$ cat src/rtl/snd_playctrl.sv
// snd_playctrl -- sound playback engine.
//
// Fetches 32-bit sample words from VRAM over a single-outstanding req/ack
// port. Each word holds two signed 16-bit samples, with the low half played
// first. Samples are scaled by REG_VOLUME, muted if requested, and emitted to
// the DAC one per SMP_TICK. Status (busy/done/underrun/position) is returned
// for software readback.
//
// Ports:
//   CLK, RST_X          clock, asynchronous active-low reset
//   REG_CMD             0/3 stop, 1 play, 2 pause (level)
//   REG_VRAMADR/LEN     start word address / word count (latched at start/loop)
//   REG_VOLUME/MUTE     gain (128 = unity) / force output to zero
//   REG_LOOP            restart from REG_VRAMADR at end of data
//   SMP_TICK            sample-rate strobe
//   MEM_REQ/ADR/ACK/RDATA  VRAM read port, ACK is one cycle with data
//   SND_DATA/SND_VALID  registered PCM sample and its one-cycle strobe
//   PLAY_BUSY/DONE      not idle / end-of-data pulse (non-loop)
//   UNDERRUN            sticky, cleared when play starts from IDLE
//   PLAY_POS            word address of the sample word being output
module snd_playctrl #(
  parameter int AW        = 23,
  parameter int VOL_SHIFT = 7
) (
  input  logic          CLK,
  input  logic          RST_X,
  input  logic [1:0]    REG_CMD,
  input  logic [AW-1:0] REG_VRAMADR,
  input  logic [AW-1:0] REG_LEN,
  input  logic [7:0]    REG_VOLUME,
  input  logic          REG_LOOP,
  input  logic          REG_MUTE,
  input  logic          SMP_TICK,
  output logic          MEM_REQ,
  output logic [AW-1:0] MEM_ADR,
  input  logic          MEM_ACK,
  input  logic [31:0]   MEM_RDATA,
  output logic [15:0]   SND_DATA,
  output logic          SND_VALID,
  output logic          PLAY_BUSY,
  output logic          PLAY_DONE,
  output logic          UNDERRUN,
  output logic [AW-1:0] PLAY_POS
);

  typedef enum logic [2:0] {IDLE, FETCH, PLAY, PAUSE, DRAIN} state_t;
  state_t state, state_nx;

  logic [AW-1:0] ptr, cnt, adr, nxt_adr, pos;
  logic [31:0]   cur, nxt;
  logic          cur_v, nxt_v, half, req;
  logic [15:0]   snd_data;
  logic          snd_valid, done_q, underrun_q;

  logic stop_cmd, end_of_data;
  logic start, accept_cur, accept_nxt, pf_issue, tick_play, promote, done, clr_out;

  logic signed [15:0] smp;
  logic signed [24:0] prod, shf;
  logic [15:0]        scaled;

  assign stop_cmd    = (REG_CMD == 2'd0) || (REG_CMD == 2'd3);
  // Nothing left to fetch, nothing in flight and nothing buffered.
  assign end_of_data = (cnt == '0) && !req && !nxt_v;

  always_ff @(posedge CLK or negedge RST_X) begin
    if (!RST_X) state <= IDLE;
    else        state <= state_nx;
  end

  always_comb begin
    state_nx   = state;
    start      = 1'b0;
    accept_cur = 1'b0;
    accept_nxt = 1'b0;
    pf_issue   = 1'b0;
    tick_play  = 1'b0;
    promote    = 1'b0;
    done       = 1'b0;
    clr_out    = 1'b0;
    unique case (state)
      IDLE: begin
        // Late acks arriving here are ignored: req is already low.
        if (REG_CMD == 2'd1 && REG_LEN != '0) begin
          start    = 1'b1;
          state_nx = FETCH;
        end
      end
      FETCH: begin
        // Ticks before the first word arrives are not played.
        if (stop_cmd) begin
          if (req && !MEM_ACK) state_nx = DRAIN;
          else begin state_nx = IDLE; clr_out = 1'b1; end
        end else if (MEM_ACK) begin
          accept_cur = 1'b1;
          state_nx   = PLAY;
        end
      end
      PLAY: begin
        if (stop_cmd) begin
          if (req && !MEM_ACK) state_nx = DRAIN;
          else begin state_nx = IDLE; clr_out = 1'b1; end
        end else begin
          accept_nxt = req && MEM_ACK;
          promote    = !cur_v && nxt_v;
          if (REG_CMD == 2'd2) begin
            state_nx = PAUSE;
          end else begin
            tick_play = SMP_TICK;
            pf_issue  = !nxt_v && (cnt != '0) && !req;
            if (SMP_TICK && end_of_data && !REG_LOOP && (half || !cur_v)) begin
              done     = 1'b1;
              state_nx = IDLE;
            end
          end
        end
      end
      PAUSE: begin
        if (stop_cmd) begin
          if (req && !MEM_ACK) state_nx = DRAIN;
          else begin state_nx = IDLE; clr_out = 1'b1; end
        end else begin
          accept_nxt = req && MEM_ACK;
          if (REG_CMD == 2'd1) state_nx = PLAY;
        end
      end
      DRAIN: begin
        if (MEM_ACK) begin
          state_nx = IDLE;
          clr_out  = 1'b1;
        end
      end
      default: state_nx = IDLE;
    endcase
  end

  always_comb begin
    smp  = half ? cur[31:16] : cur[15:0];
    prod = 25'(smp) * 25'($signed({1'b0, REG_VOLUME}));
    shf  = prod >>> VOL_SHIFT;
    if (REG_MUTE)                  scaled = '0;
    else if (shf > 25'sd32767)     scaled = 16'h7FFF;
    else if (shf < -25'sd32768)    scaled = 16'h8000;
    else                           scaled = shf[15:0];
  end

  always_ff @(posedge CLK or negedge RST_X) begin
    if (!RST_X) begin
      ptr        <= '0;
      cnt        <= '0;
      adr        <= '0;
      nxt_adr    <= '0;
      pos        <= '0;
      cur        <= '0;
      nxt        <= '0;
      cur_v      <= 1'b0;
      nxt_v      <= 1'b0;
      half       <= 1'b0;
      req        <= 1'b0;
      snd_data   <= '0;
      snd_valid  <= 1'b0;
      done_q     <= 1'b0;
      underrun_q <= 1'b0;
    end else begin
      snd_valid <= 1'b0;
      done_q    <= done;

      if (start) begin
        ptr        <= REG_VRAMADR;
        cnt        <= REG_LEN;
        adr        <= REG_VRAMADR;
        req        <= 1'b1;
        underrun_q <= 1'b0;
        cur_v      <= 1'b0;
        nxt_v      <= 1'b0;
        half       <= 1'b0;
      end

      if (pf_issue) begin
        req <= 1'b1;
        adr <= ptr;
      end

      if (req && MEM_ACK) req <= 1'b0;

      if (accept_cur) begin
        cur   <= MEM_RDATA;
        cur_v <= 1'b1;
        half  <= 1'b0;
        pos   <= adr;
        ptr   <= ptr + AW'(1);
        cnt   <= cnt - AW'(1);
      end

      if (accept_nxt) begin
        nxt     <= MEM_RDATA;
        nxt_adr <= adr;
        nxt_v   <= 1'b1;
        ptr     <= ptr + AW'(1);
        cnt     <= cnt - AW'(1);
      end

      // An empty current slot (after underrun or loop reload) takes the
      // buffered word straight away, restarting at the low half.
      if (promote) begin
        cur     <= nxt;
        cur_v   <= 1'b1;
        half    <= 1'b0;
        pos     <= nxt_adr;
        nxt_v   <= 1'b0;
      end

      if (tick_play) begin
        snd_valid <= 1'b1;
        if (cur_v) begin
          snd_data <= scaled;
          if (!half) begin
            half <= 1'b1;
          end else if (nxt_v) begin
            cur   <= nxt;
            half  <= 1'b0;
            pos   <= nxt_adr;
            nxt_v <= 1'b0;
          end else if (end_of_data) begin
            if (REG_LOOP) begin
              ptr   <= REG_VRAMADR;
              cnt   <= REG_LEN;
              cur_v <= 1'b0;
            end
          end else begin
            // Word fully consumed but its successor is still in flight.
            cur_v <= 1'b0;
          end
        end else begin
          snd_data   <= '0;
          underrun_q <= 1'b1;
          if (end_of_data && REG_LOOP) begin
            ptr <= REG_VRAMADR;
            cnt <= REG_LEN;
          end
        end
      end

      if (clr_out) snd_data <= '0;
    end
  end

  assign MEM_REQ   = req;
  assign MEM_ADR   = adr;
  assign SND_DATA  = snd_data;
  assign SND_VALID = snd_valid;
  assign PLAY_BUSY = (state != IDLE);
  assign PLAY_DONE = done_q;
  assign UNDERRUN  = underrun_q;
  assign PLAY_POS  = pos;

endmodule

$ cat config.mk
export PLATFORM = sky130hd
export DESIGN_NAME = snd_playctrl
export DESIGN_NICKNAME = d
export VERILOG_FILES = /design/src/rtl/snd_playctrl.sv
export SDC_FILE = /design/constraint.sdc
export NUM_CORES = 1
export LEC_CHECK = 0
export ABC_AREA = 1
export ABC_CLOCK_PERIOD_IN_PS = 9650
export CAP_MARGIN = 20
export CORE_MARGIN = 5
export CORE_UTILIZATION = 45
export DETAILED_ROUTE_END_ITERATION = 8
export PLACE_DENSITY = 0.66
export SLEW_MARGIN = 25
export SYNTH_ARGS = -nofsm -noshare
export SYNTH_HDL_FRONTEND = slang
export SYNTH_SLANG_ARGS = --single-unit
$ cat constraint.sdc
create_clock -name CLK -period 9.65 [get_ports CLK]
set_input_delay 1.4475 -clock CLK [delete_from_list [all_inputs] [get_ports CLK]]
set_output_delay 1.4475 -clock CLK [all_outputs]
set_load 0.05 [all_outputs]
==> out/results.ini, run 1 <==
[outcome]
status = completed

[global_route]
gr-usage-all-layers = 0.229
grt_pass1_vias = 14000
antenna_found_initial = 0
grt_max_degree = 93
globalRouteOverflowTotal = 0
grt_pass1_wl_um = 69400

[detailed_routing]
first_pass_iters = 8
drt-initial-drc-count = 968
via_count = 13200
avgRoutedWirePerCell_um = 16.1
routed_wl_um = 41300
detail-route-antenna-nets = 0
vias_per_cell = 5.15
drc = 0

[worst_setup_path]
critPathKind = reg2reg
path_buf_inv = 5
crit_family = adder cells
cpPeakStageDelay_ns = 0.89
r2r_slack_ns = 3.22
reg2reg_from = half$_DFF_PN0_
required_ns = 10.06
crit_top_cell = nand2_1
crit_path_top_delay_cell = dfrtp_1
crit_path_max_fanout = 22
end_kind = register
reg2reg_to = SND_DATA[0]$_DFFE_PN0P_
arrival_ns = 6.84
cp-start-kind = register
reg2reg_depth = 26

[final_layout]
num-nets-final = 2351
syn_to_final_growth_pct = 18.5
diodes = 0
drive_gt1_frac = 0.0509

[synth]
yosysSeqAreaShare = 0.340
synth-edff-count = 0
async_flop_share = 1.00
ys.flop_type = dfrtp_1
synthesis.nets = 2224
synth_top_area_share = 0.340
yosysMostFrequentCell = nand2_1
synth_area_um2 = 15100
synth_cells = 1977
ys_warn_count = 0
synth_largest_area_cell = dfrtp_1
ys_types = 47
yosys-top-cells-area = dfrtp_1 (34%), nand2_1 (14%), fa_1 (13%)
syn_avg_cell_area_um2 = 7.63
synth_common_cells = nand2_1 (580), inv_1 (322), nor2_1 (217), dfrtp_1 (205), fa_1 (101)
synth_seq_cells = 205

[timing]
slew_violations = 0
worstMarginPinSlew_ns = 0.998
skew_ns = 0.0176
hold_viol_final = 0
rsz0062_at_grt = no
maxClockFrequency_ghz = 0.156
post-route-period-util = 0.666
setup_tns_ns = 0
timing.final.crit_period_ns = 6.43
setup_viol_count_final = 0
timing.slew.headroom = 0.328

[clocking]
ctsHoldBuffers = 0
root_buffer = clkbuf_16
cts_max_level = 1
clkLatencyLatePin_ns = 0.54
clockBufferDepth = 3
cts_tree = built
clkTransAtPathRegs_ns = 0.06
clock-sinks = 205
post-cts-setup-buffers = 0
numCtsBuffers = 25
cts_resized = 0

[place]
routabilityCongestion = 0.919
dp_hpwl_um = 30300
io_buffers = 160

[job]
drv_cap = 0

[floorplanning]
core_um2 = 33300
rows = 67
die_h_um = 193
io_pins = 161
die_w_um = 193
die_area_um2 = 37300
start_util = 0.453

[worst_hold_path]
min_to = UNDERRUN$_DFF_PN0_
hold_path_depth = 1
hold_path_class = reg2reg
min-delay-start = cur_v$_DFF_PN0_

[sequential cells by signal, summed over array words and instances, names as in the netlist]
register	flops
PLAY_POS	23
nxt_adr	23
UNDERRUN	1
ptr	23
cur_v	1
PLAY_DONE	1
cnt	23
half	1
nxt_v	1
state	3
SND_DATA	16
nxt	32
SND_VALID	1
cur	32
MEM_ADR	23
MEM_REQ	1
[logic make-up (layout without fill, tap and decap cells)]
logic type / after synthesis / count (layout) / synth area share
simple gates: 933 / 933 / 0.253
buf+inv: 402 / 548 / 0.106
xor+xnor: 37 / 37 / 0.0215
mux: 2 / 2 / 0.00141
fa+ha+maj: 153 / 153 / 0.177
flops: 205 / 205 / 0.340
compound gates: 245 / 245 / 0.100
[final cells by class]
class / count / area (µm²)
multi-input combinational: 1370 / 8370
timing repair buffer: 171 / 1690
clock inverter: 11 / 181
tap: 448 / 561
sequential: 205 / 5130
clock buffer: 35 / 703
inverter: 331 / 1250
fill: 3193 / 15400
[worst max path at each step]
stage	from	to	slack, ns	cells after the start
3_3_place_gp	REG_VOLUME[0]	SND_DATA[12]$_DFFE_PN0P_	2.83	26
3_5_place_dp	REG_VOLUME[0]	SND_DATA[0]$_DFFE_PN0P_	2.75	24
6_report	half$_DFF_PN0_	SND_DATA[0]$_DFFE_PN0P_	3.22	26
5_1_grt	half$_DFF_PN0_	SND_DATA[0]$_DFFE_PN0P_	2.62	26
2_1_floorplan	REG_VOLUME[5]	SND_DATA[2]$_DFFE_PN0P_	4.02	27
4_1_cts	half$_DFF_PN0_	SND_DATA[0]$_DFFE_PN0P_	3.19	25
[cell usage in the layout (no fill, tap or decap), types with 5 or more instances in the layout]
| cell type | n |
|---|---|
| a21oi_1 | 32 |
| a31oi_1 | 60 |
| a41oi_1 | 5 |
| buf_4 | 11 |
| clkbuf_1 | 6 |
| clkbuf_16 | 25 |
| clkbuf_8 | 5 |
| clkdlybuf4s50_1 | 159 |
| dfrtp_1 | 205 |
| fa_1 | 101 |
| ha_1 | 52 |
| inv_1 | 321 |
| inv_2 | 7 |
| nand2_1 | 580 |
| nand2_2 | 11 |
| nand3_1 | 57 |
| nand4_1 | 15 |
| nor2_1 | 214 |
| nor2_2 | 5 |
| nor3_1 | 16 |
| nor4_1 | 5 |
| o211ai_1 | 25 |
| o21ai_0 | 83 |
| o221ai_1 | 22 |
| or2_2 | 18 |
| xnor2_1 | 9 |
| xor2_1 | 28 |
[layer usage]
layer | track usage | routed length (µm) | vias to the layer above | share of wire
met5 | 0 | 0 | - | 0
li1 | - | - | 6425 | -
met2 | 0.408 | 20700 | 282 | 0.50
met4 | 0.0697 | 1210 | 0 | 0.029
met3 | 0.0293 | 1660 | 66 | 0.040
met1 | 0.291 | 17800 | 6459 | 0.43
[worst register-to-register path: stages (launching register included)]
cell     delay (ns)
dfrtp_1        0.89
inv_2          0.35
or2_2          0.38
o21ai_0        0.35
inv_1          0.23
nand2_1        0.15
fa_1           0.40
inv_1          0.09
fa_1           0.43
fa_1           0.50
inv_1          0.06
fa_1           0.59
inv_1          0.06
ha_1           0.35
nand2_1        0.10
o21ai_0        0.35
nand2_1        0.09
nand2_1        0.14
a21oi_1        0.10
nand2_1        0.07
nand2_1        0.05
nand2_2        0.09
nand2_2        0.17
nand2_1        0.11
nand2_1        0.06
nand2_1        0.08
nand2_1        0.06
[metrics by stage]
step                 util  area [µm²]  hold WS [ns]  setup WS, ns  cells
finish              0.537       17900         0.465          3.22   2571
global route        0.537       17900         0.495          2.62   2571
CTS                 0.537       17900         0.472          3.19   2571
detailed placement  0.510       17000         0.459          2.75   2525
global placement    0.510       17000         0.444          2.83   2525
floorplan               -       15100         0.438          4.02   1977
Power of run 1 is left out: the tool's default activity adds up to more than one toggle a clock period on the data nets, which glitch-free logic cannot reach.
==> run 2: changes to the inputs <==
Settings changed: ABC_CLOCK_PERIOD_IN_PS 9650 to 5200, PLACE_DENSITY 0.66 to 0.68.
Clock period 9.65 ns to 5.2 ns, I/O delays scaled along.
==> run 2 against run 1 <==
Cell area is 10% higher. Count of clock-buffer cells in the layout is 4 lower. Maximum frequency is 24% higher. Register-to-register slack worse by 3.2 ns. Highest routed layer unchanged. Wire length is 3.6% higher. Global-route usage is 0.25 points higher. Cell count is 6.0% higher. Via count is 4.5% higher. Clock skew is 0.011 ns higher. Critical endpoint is now SND_DATA[12]$_DFFE_PN0P_. First-iteration DRC count is 4.4% higher.
==> out/results.ini, run 2 (synthesis results as in run 1) <==
[final_layout]
postLayoutCellArea_um2 = 19700  ; was 17900 µm²
num-nets-final = 2506  ; was 2351
syn_to_final_growth_pct = 30.9  ; was 18.5%
multi_input_area_um2 = 8910  ; was 8370 µm²
diodes = 0  ; unchanged
seq_area_um2 = 5130  ; about the same
layout_common_cells = nand2_1 (548), inv_1 (296), dfrtp_1 (204)  ; was nand2_1 (580), inv_1 (321), nor2_1 (214)
mostFrequentLayoutCell = nand2_1  ; unchanged
drive_gt1_frac = 0.169  ; was 0.0509
nFillCells = 3055  ; was 3193
top_regs = cur: 32 flops, nxt: 32 flops  ; unchanged

[worst_hold_path]
hold_path_class = in2async  ; was reg2reg

[timing]
worstMarginPinSlew_ns = 0.908  ; was 0.998 ns
post-route-period-util = 0.996  ; was 0.666
maxClockFrequency_ghz = 0.193  ; was 0.156 GHz
skew_ns = 0.0284  ; was 0.0176 ns
slew_violations = 0  ; unchanged
setup_ws_ns = 0.0220  ; was 3.22 ns
hold_viol_final = 0  ; unchanged
timing.final.crit_period_ns = 5.18  ; was 6.43 ns
setup_tns_ns = 0  ; unchanged
timing.slew.headroom = 0.395  ; was 0.328
rsz0062_at_grt = yes  ; was no
setup_viol_count_final = 0  ; unchanged

[floorplanning]
die_h_um = 193  ; unchanged
core_um2 = 33300  ; unchanged
start_util = 0.453  ; unchanged
die_area_um2 = 37300  ; unchanged
io_pins = 161  ; unchanged
die_w_um = 193  ; unchanged
rows = 67  ; unchanged

[place]
routabilityCongestion = 0.931  ; was 0.919
dp_hpwl_um = 31300  ; was 30300 µm
io_buffers = 160  ; unchanged
place_ws_ns = -0.629  ; was 2.75 ns
placed_area_um2 = 18000  ; was 17000 µm²

[worst_setup_path]
critPathKind = reg2reg  ; unchanged
crit_top_cell = nand2_2  ; was nand2_1
cp-start-kind = register  ; unchanged
path_buf_inv = 6  ; was 5
arrival_ns = 5.64  ; was 6.84 ns
crit_path_max_fanout = 7  ; was 22
crit_path_top_delay_cell = fa_1  ; was dfrtp_1
reg2reg_from = half$_DFF_PN0_  ; unchanged
crit_family = adder cells  ; unchanged
cpPeakStageDelay_ns = 0.54  ; was 0.89 ns
end_kind = register  ; unchanged
required_ns = 5.66  ; was 10.06 ns
crit_path_start = half$_DFF_PN0_  ; unchanged

[detailed_routing]
drc = 0  ; unchanged
drt-initial-drc-count = 1011  ; was 968
routed_wl_um = 42800  ; was 41300 µm
detail-route-antenna-nets = 0  ; unchanged
highest_layer = met4  ; unchanged
drt-met1-wl_um = 18000  ; was 17800 µm
avgRoutedWirePerCell_um = 15.7  ; was 16.1 µm
vias_per_cell = 5.08  ; was 5.15
via_count = 13800  ; was 13200
first_pass_iters = 5  ; was 8
wl_met2_um = 21700  ; was 20700 µm
dr_wl_met3_um = 2080  ; was 1660 µm

[clocking]
root_buffer = clkbuf_16  ; unchanged
clockBufferDepth = 3  ; unchanged
cts_max_level = 1  ; unchanged
clkLatencyLatePin_ns = 0.54  ; about the same
numCtsBuffers = 24  ; was 25
clkTransAtPathRegs_ns = 0.06  ; about the same
clock-sinks = 205  ; unchanged
cts_tree = built  ; unchanged

[outcome]
status = completed  ; unchanged

[global_route]
globalRouteOverflowTotal = 0  ; unchanged
gr-usage-all-layers = 0.231  ; was 0.229
grt_pass1_vias = 14200  ; was 14000
grt_pass1_wl_um = 70500  ; was 69400 µm
antenna_found_initial = 0  ; unchanged
grt_max_degree = 115  ; was 93

[job]
drv_cap = 0  ; unchanged

==> run 2: routing by layer <==
metal,up-vias,GRT usage
met5,-,0
met2,335,0.417
met1,6705,0.296
met4,0,0.0572
met3,67,0.0299
li1,6725,-
==> run 2: repair_timing <==
action,CTS,global route
setup endpoints to repair,16,16
cloned,1,2
pin swaps,6,74
buffers inserted,5,20
hold buffers,0,0
resized for setup,52,122
==> run 2: area by class of cell <==
class                      count  area share
clock buffer                  31      0.0348
clock inverter                12     0.00951
inverter                     331      0.0638
multi-input combinational   1371       0.451
sequential                   205       0.260
tap                          448      0.0284
timing repair buffer         325       0.152
timing repair inverter         1    0.000444
==> run 2: path summary, 6_finish.rpt <==
kind	slack, ns	depth (start not counted)	endpoint
max	0.02	26	SND_DATA[12]$_DFFE_PN0P_
min	0.33	1	PLAY_DONE$_DFF_PN0_
max reg2reg	0.02	26	SND_DATA[12]$_DFFE_PN0P_
min reg2reg	0.47	2	nxt[2]$_DFFE_PN0P_
max in group asynchronous	3.83	2	cur[4]$_DFF_PN0_
min in group CLK	0.47	2	nxt[2]$_DFFE_PN0P_
==> run 2: metrics by stage <==
stage,util,std cells,hold WS [ns]
after global routing,0.593,2724,0.407
after floorplan,-,1977,0.438
final,0.593,2724,0.331
after detailed placement,0.542,2654,0.459
after CTS,0.577,2703,0.440
after global placement,0.542,2654,0.453
Power of run 2 is left out for the same reason.
==> run 3: changes to the inputs <==
Settings changed: ABC_AREA 1 to default, CORE_MARGIN 5 to 2, GPL_ROUTABILITY_DRIVEN from default to 0, PLACE_DENSITY 0.68 to 0.69.
==> run 3 against run 2 <==
The flow now finishes with violations (setup timing). Flip-flop and latch count stayed put. Non-clock buffer count is 39 lower. Cell area is 5.6% lower. Worst hold slack better by 0.018 ns. Cell count is 22% lower. Register-to-register slack worse by 0.42 ns. Highest routed layer is now met5.
==> out/results.ini, run 3 <==
[outcome]
status = finished, violations left  ; was completed
violations = setup timing

[worst_setup_path]
cp-start-kind = register  ; unchanged
arrival_ns = 5.99  ; was 5.64 ns
crit_family = adder cells  ; unchanged
reg2reg_to = SND_DATA[14]$_DFFE_PN0P_  ; was SND_DATA[12]$_DFFE_PN0P_
end_kind = register  ; unchanged
path_depth = 18  ; was 26
reg2reg_from = half$_DFF_PN0_  ; unchanged
reg2reg_depth = 18  ; was 26
path_cells = clkbuf_16 > mux2_4 > and2_4 > fa_1 > fa_1 > fa_1 > inv_1 > fa_1 > inv_2 > ha_4 > nand4_1 > a2111oi_4 > o31ai_4 > a31oi_4 > a221oi_2 > xnor2_2 > a31o_4 > a221o_1
required_ns = 5.59  ; was 5.66 ns
crit_path_max_fanout = 8  ; was 7
crit_top_cell = fa_1  ; was nand2_2
path_buf_inv = 3  ; was 6
r2r_slack_ns = -0.40  ; was 0.02 ns
cpPeakStageDelay_ns = 0.57  ; was 0.54 ns
critPathKind = reg2reg  ; unchanged
cp-endpoint = SND_DATA[14]$_DFFE_PN0P_  ; was SND_DATA[12]$_DFFE_PN0P_
crit_path_top_delay_cell = fa_1  ; unchanged
crit_path_start = half$_DFF_PN0_  ; unchanged

[clocking]
cts_max_level = 1  ; unchanged
cts_tree = built  ; unchanged
clock-sinks = 205  ; unchanged
numCtsBuffers = 24  ; unchanged
clkTransAtPathRegs_ns = 0.06  ; about the same
clockBufferDepth = 3  ; unchanged
root_buffer = clkbuf_16  ; unchanged
clkLatencyLatePin_ns = 0.52  ; was 0.54 ns

[synth]
yosysMostFrequentCell = dfrtp_1  ; was nand2_1
ys_types = 63  ; was 47
yosysSeqAreaShare = 0.363  ; was 0.340
synth-edff-count = 0  ; unchanged
synth_largest_area_cell = dfrtp_1  ; unchanged
syn_avg_cell_area_um2 = 9.71  ; was 7.63 µm²
yosys-top-cells-area = dfrtp_1 (36%), fa_1 (14%), mux2_2 (5.5%)  ; was dfrtp_1 (34%), nand2_1 (14%), fa_1 (13%)
async_flop_share = 1.00  ; unchanged
synth_cells = 1457  ; was 1977
ys_warn_count = 0  ; unchanged
synthesis.nets = 1704  ; was 2224
ys.flop_type = dfrtp_1  ; unchanged
synth_top_area_share = 0.363  ; was 0.340
synth_area_um2 = 14100  ; was 15100 µm²
synth_seq_cells = 205  ; unchanged
synth_common_cells = dfrtp_1 (205), nand2_1 (163), inv_1 (157), nor2_1 (109), fa_1 (101)  ; was nand2_1 (580), inv_1 (322), nor2_1 (217), dfrtp_1 (205), fa_1 (101)

[detailed_routing]
detail-route-antenna-nets = 0  ; unchanged
drt-initial-drc-count = 643  ; was 1011
first_pass_iters = 5  ; unchanged
drc = 0  ; unchanged
via_count = 11400  ; was 13800
vias_per_cell = 5.38  ; was 5.08
avgRoutedWirePerCell_um = 17.3  ; was 15.7 µm
routed_wl_um = 36700  ; was 42800 µm

[global_route]
grt_pass1_wl_um = 61800  ; was 70500 µm
grt_max_degree = 108  ; was 115
grt_pass1_vias = 12200  ; was 14200
antenna_found_initial = 4  ; was 0
globalRouteOverflowTotal = 0  ; unchanged
gr-usage-all-layers = 0.230  ; was 0.231

[place]
placed_area_um2 = 17200  ; was 18000 µm²
place_inst = 2055  ; was 2654
io_buffers = 160  ; unchanged
dp_hpwl_um = 26500  ; was 31300 µm

[timing]
maxClockFrequency_ghz = 0.179  ; was 0.193 GHz
timing.final.crit_period_ns = 5.60  ; was 5.18 ns
setup_ws_ns = -0.402  ; was 0.0220 ns
timing.slew.headroom = 0.413  ; was 0.395
setup_viol_count_final = 16  ; was 0
hold_viol_final = 0  ; unchanged
slew_violations = 0  ; unchanged
worstMarginPinSlew_ns = 0.880  ; was 0.908 ns
post-route-period-util = 1.08  ; was 0.996
skew_ns = 0.0113  ; was 0.0284 ns
rsz0062_at_grt = yes  ; unchanged

[floorplanning]
rows = 64  ; was 67
die_w_um = 181  ; was 193 µm
die_h_um = 181  ; was 193 µm
die_area_um2 = 32900  ; was 37300 µm²
core_um2 = 30700  ; was 33300 µm²
start_util = 0.460  ; was 0.453
io_pins = 161  ; unchanged

[worst_hold_path]
hold_path_class = in2async  ; unchanged

[final_layout]
layout.cells.non_filler = 2121  ; was 2724
drive_gt1_frac = 0.199  ; was 0.169
num-nets-final = 1951  ; was 2506
nFillCells = 2572  ; was 3055
layout_common_cells = dfrtp_1 (204), clkdlybuf4s50_1 (159), nand2_1 (148)  ; was nand2_1 (548), inv_1 (296), dfrtp_1 (204)
syn_to_final_growth_pct = 31.8  ; was 30.9%
mostFrequentLayoutCell = dfrtp_1  ; was nand2_1
postLayoutCellArea_um2 = 18600  ; was 19700 µm²
top_regs = cur: 32 flops, nxt: 32 flops  ; unchanged

[job]
drv_cap = 0  ; unchanged

[run 3: layout make-up]
type                    instances  area (µm²)  area share
multi-input cells            1030        8810       0.473
flip-flops and latches        205        5130       0.275
repair buffers                286        2730       0.146
clock buffers                  34         719      0.0386
inverters                     157         589      0.0316
well taps                     396         495      0.0266
clock inverters                10         160     0.00859
diodes                          3        7.51    0.000403
[run 3: kinds of logic after synthesis]
family / after synthesis / share of synthesized area
DFF: 205 / 0.363
muxes: 128 / 0.0967
and+or+nand+nor: 454 / 0.153
adders and majority gates: 153 / 0.189
buffers and inverters: 224 / 0.0602
AOI/OAI and AO/OA: 254 / 0.114
xor gates and xnor gates: 39 / 0.0242
[run 3: how the worst min path moves through the flow]
stage	from	end	slack [ns]	depth (start not counted)
final	RST_X	cnt[15]$_DFF_PN0_	0.35	1
after global routing	RST_X	cnt[15]$_DFF_PN0_	0.44	1
after CTS	RST_X	cnt[14]$_DFF_PN0_	0.42	1
after detailed placement	SND_DATA[15]$_DFFE_PN0P_	SND_DATA[15]$_DFFE_PN0P_	0.49	1
after global placement	nxt[2]$_DFFE_PN0P_	nxt[2]$_DFFE_PN0P_	0.49	1
after floorplan	RST_X	MEM_ADR[0]$_DFFE_PN0P_	0.48	0
[run 3: metal layers]
metal  up-vias  wire [µm]  track usage
met5         -         22            0
met3        59       2160       0.0492
li1       5388          -            -
met2       239      18800        0.409
met1      5726      14800        0.284
met4         4       1020       0.0634
[run 3: what timing repair did]
item	CTS	global route
pin swaps	64	40
setup endpoints to repair	16	16
gates cloned	3	0
buffers inserted	10	6
hold buffers	0	0
resized for setup	84	21
[run 3: per-stage QoR]
step	worst slack, ns	TNS [ns]	hold slack (ns)	utilization
2_1_floorplan	-0.107	-1.14	0.481	-
3_3_place_gp	-0.904	-14.04	0.489	0.559
3_5_place_dp	-1.04	-16.10	0.492	0.559
4_1_cts	-0.279	-3.86	0.423	0.602
5_1_grt	-0.531	-7.82	0.444	0.606
6_report	-0.402	-5.56	0.350	0.606
Power of run 3 is left out for the same reason.
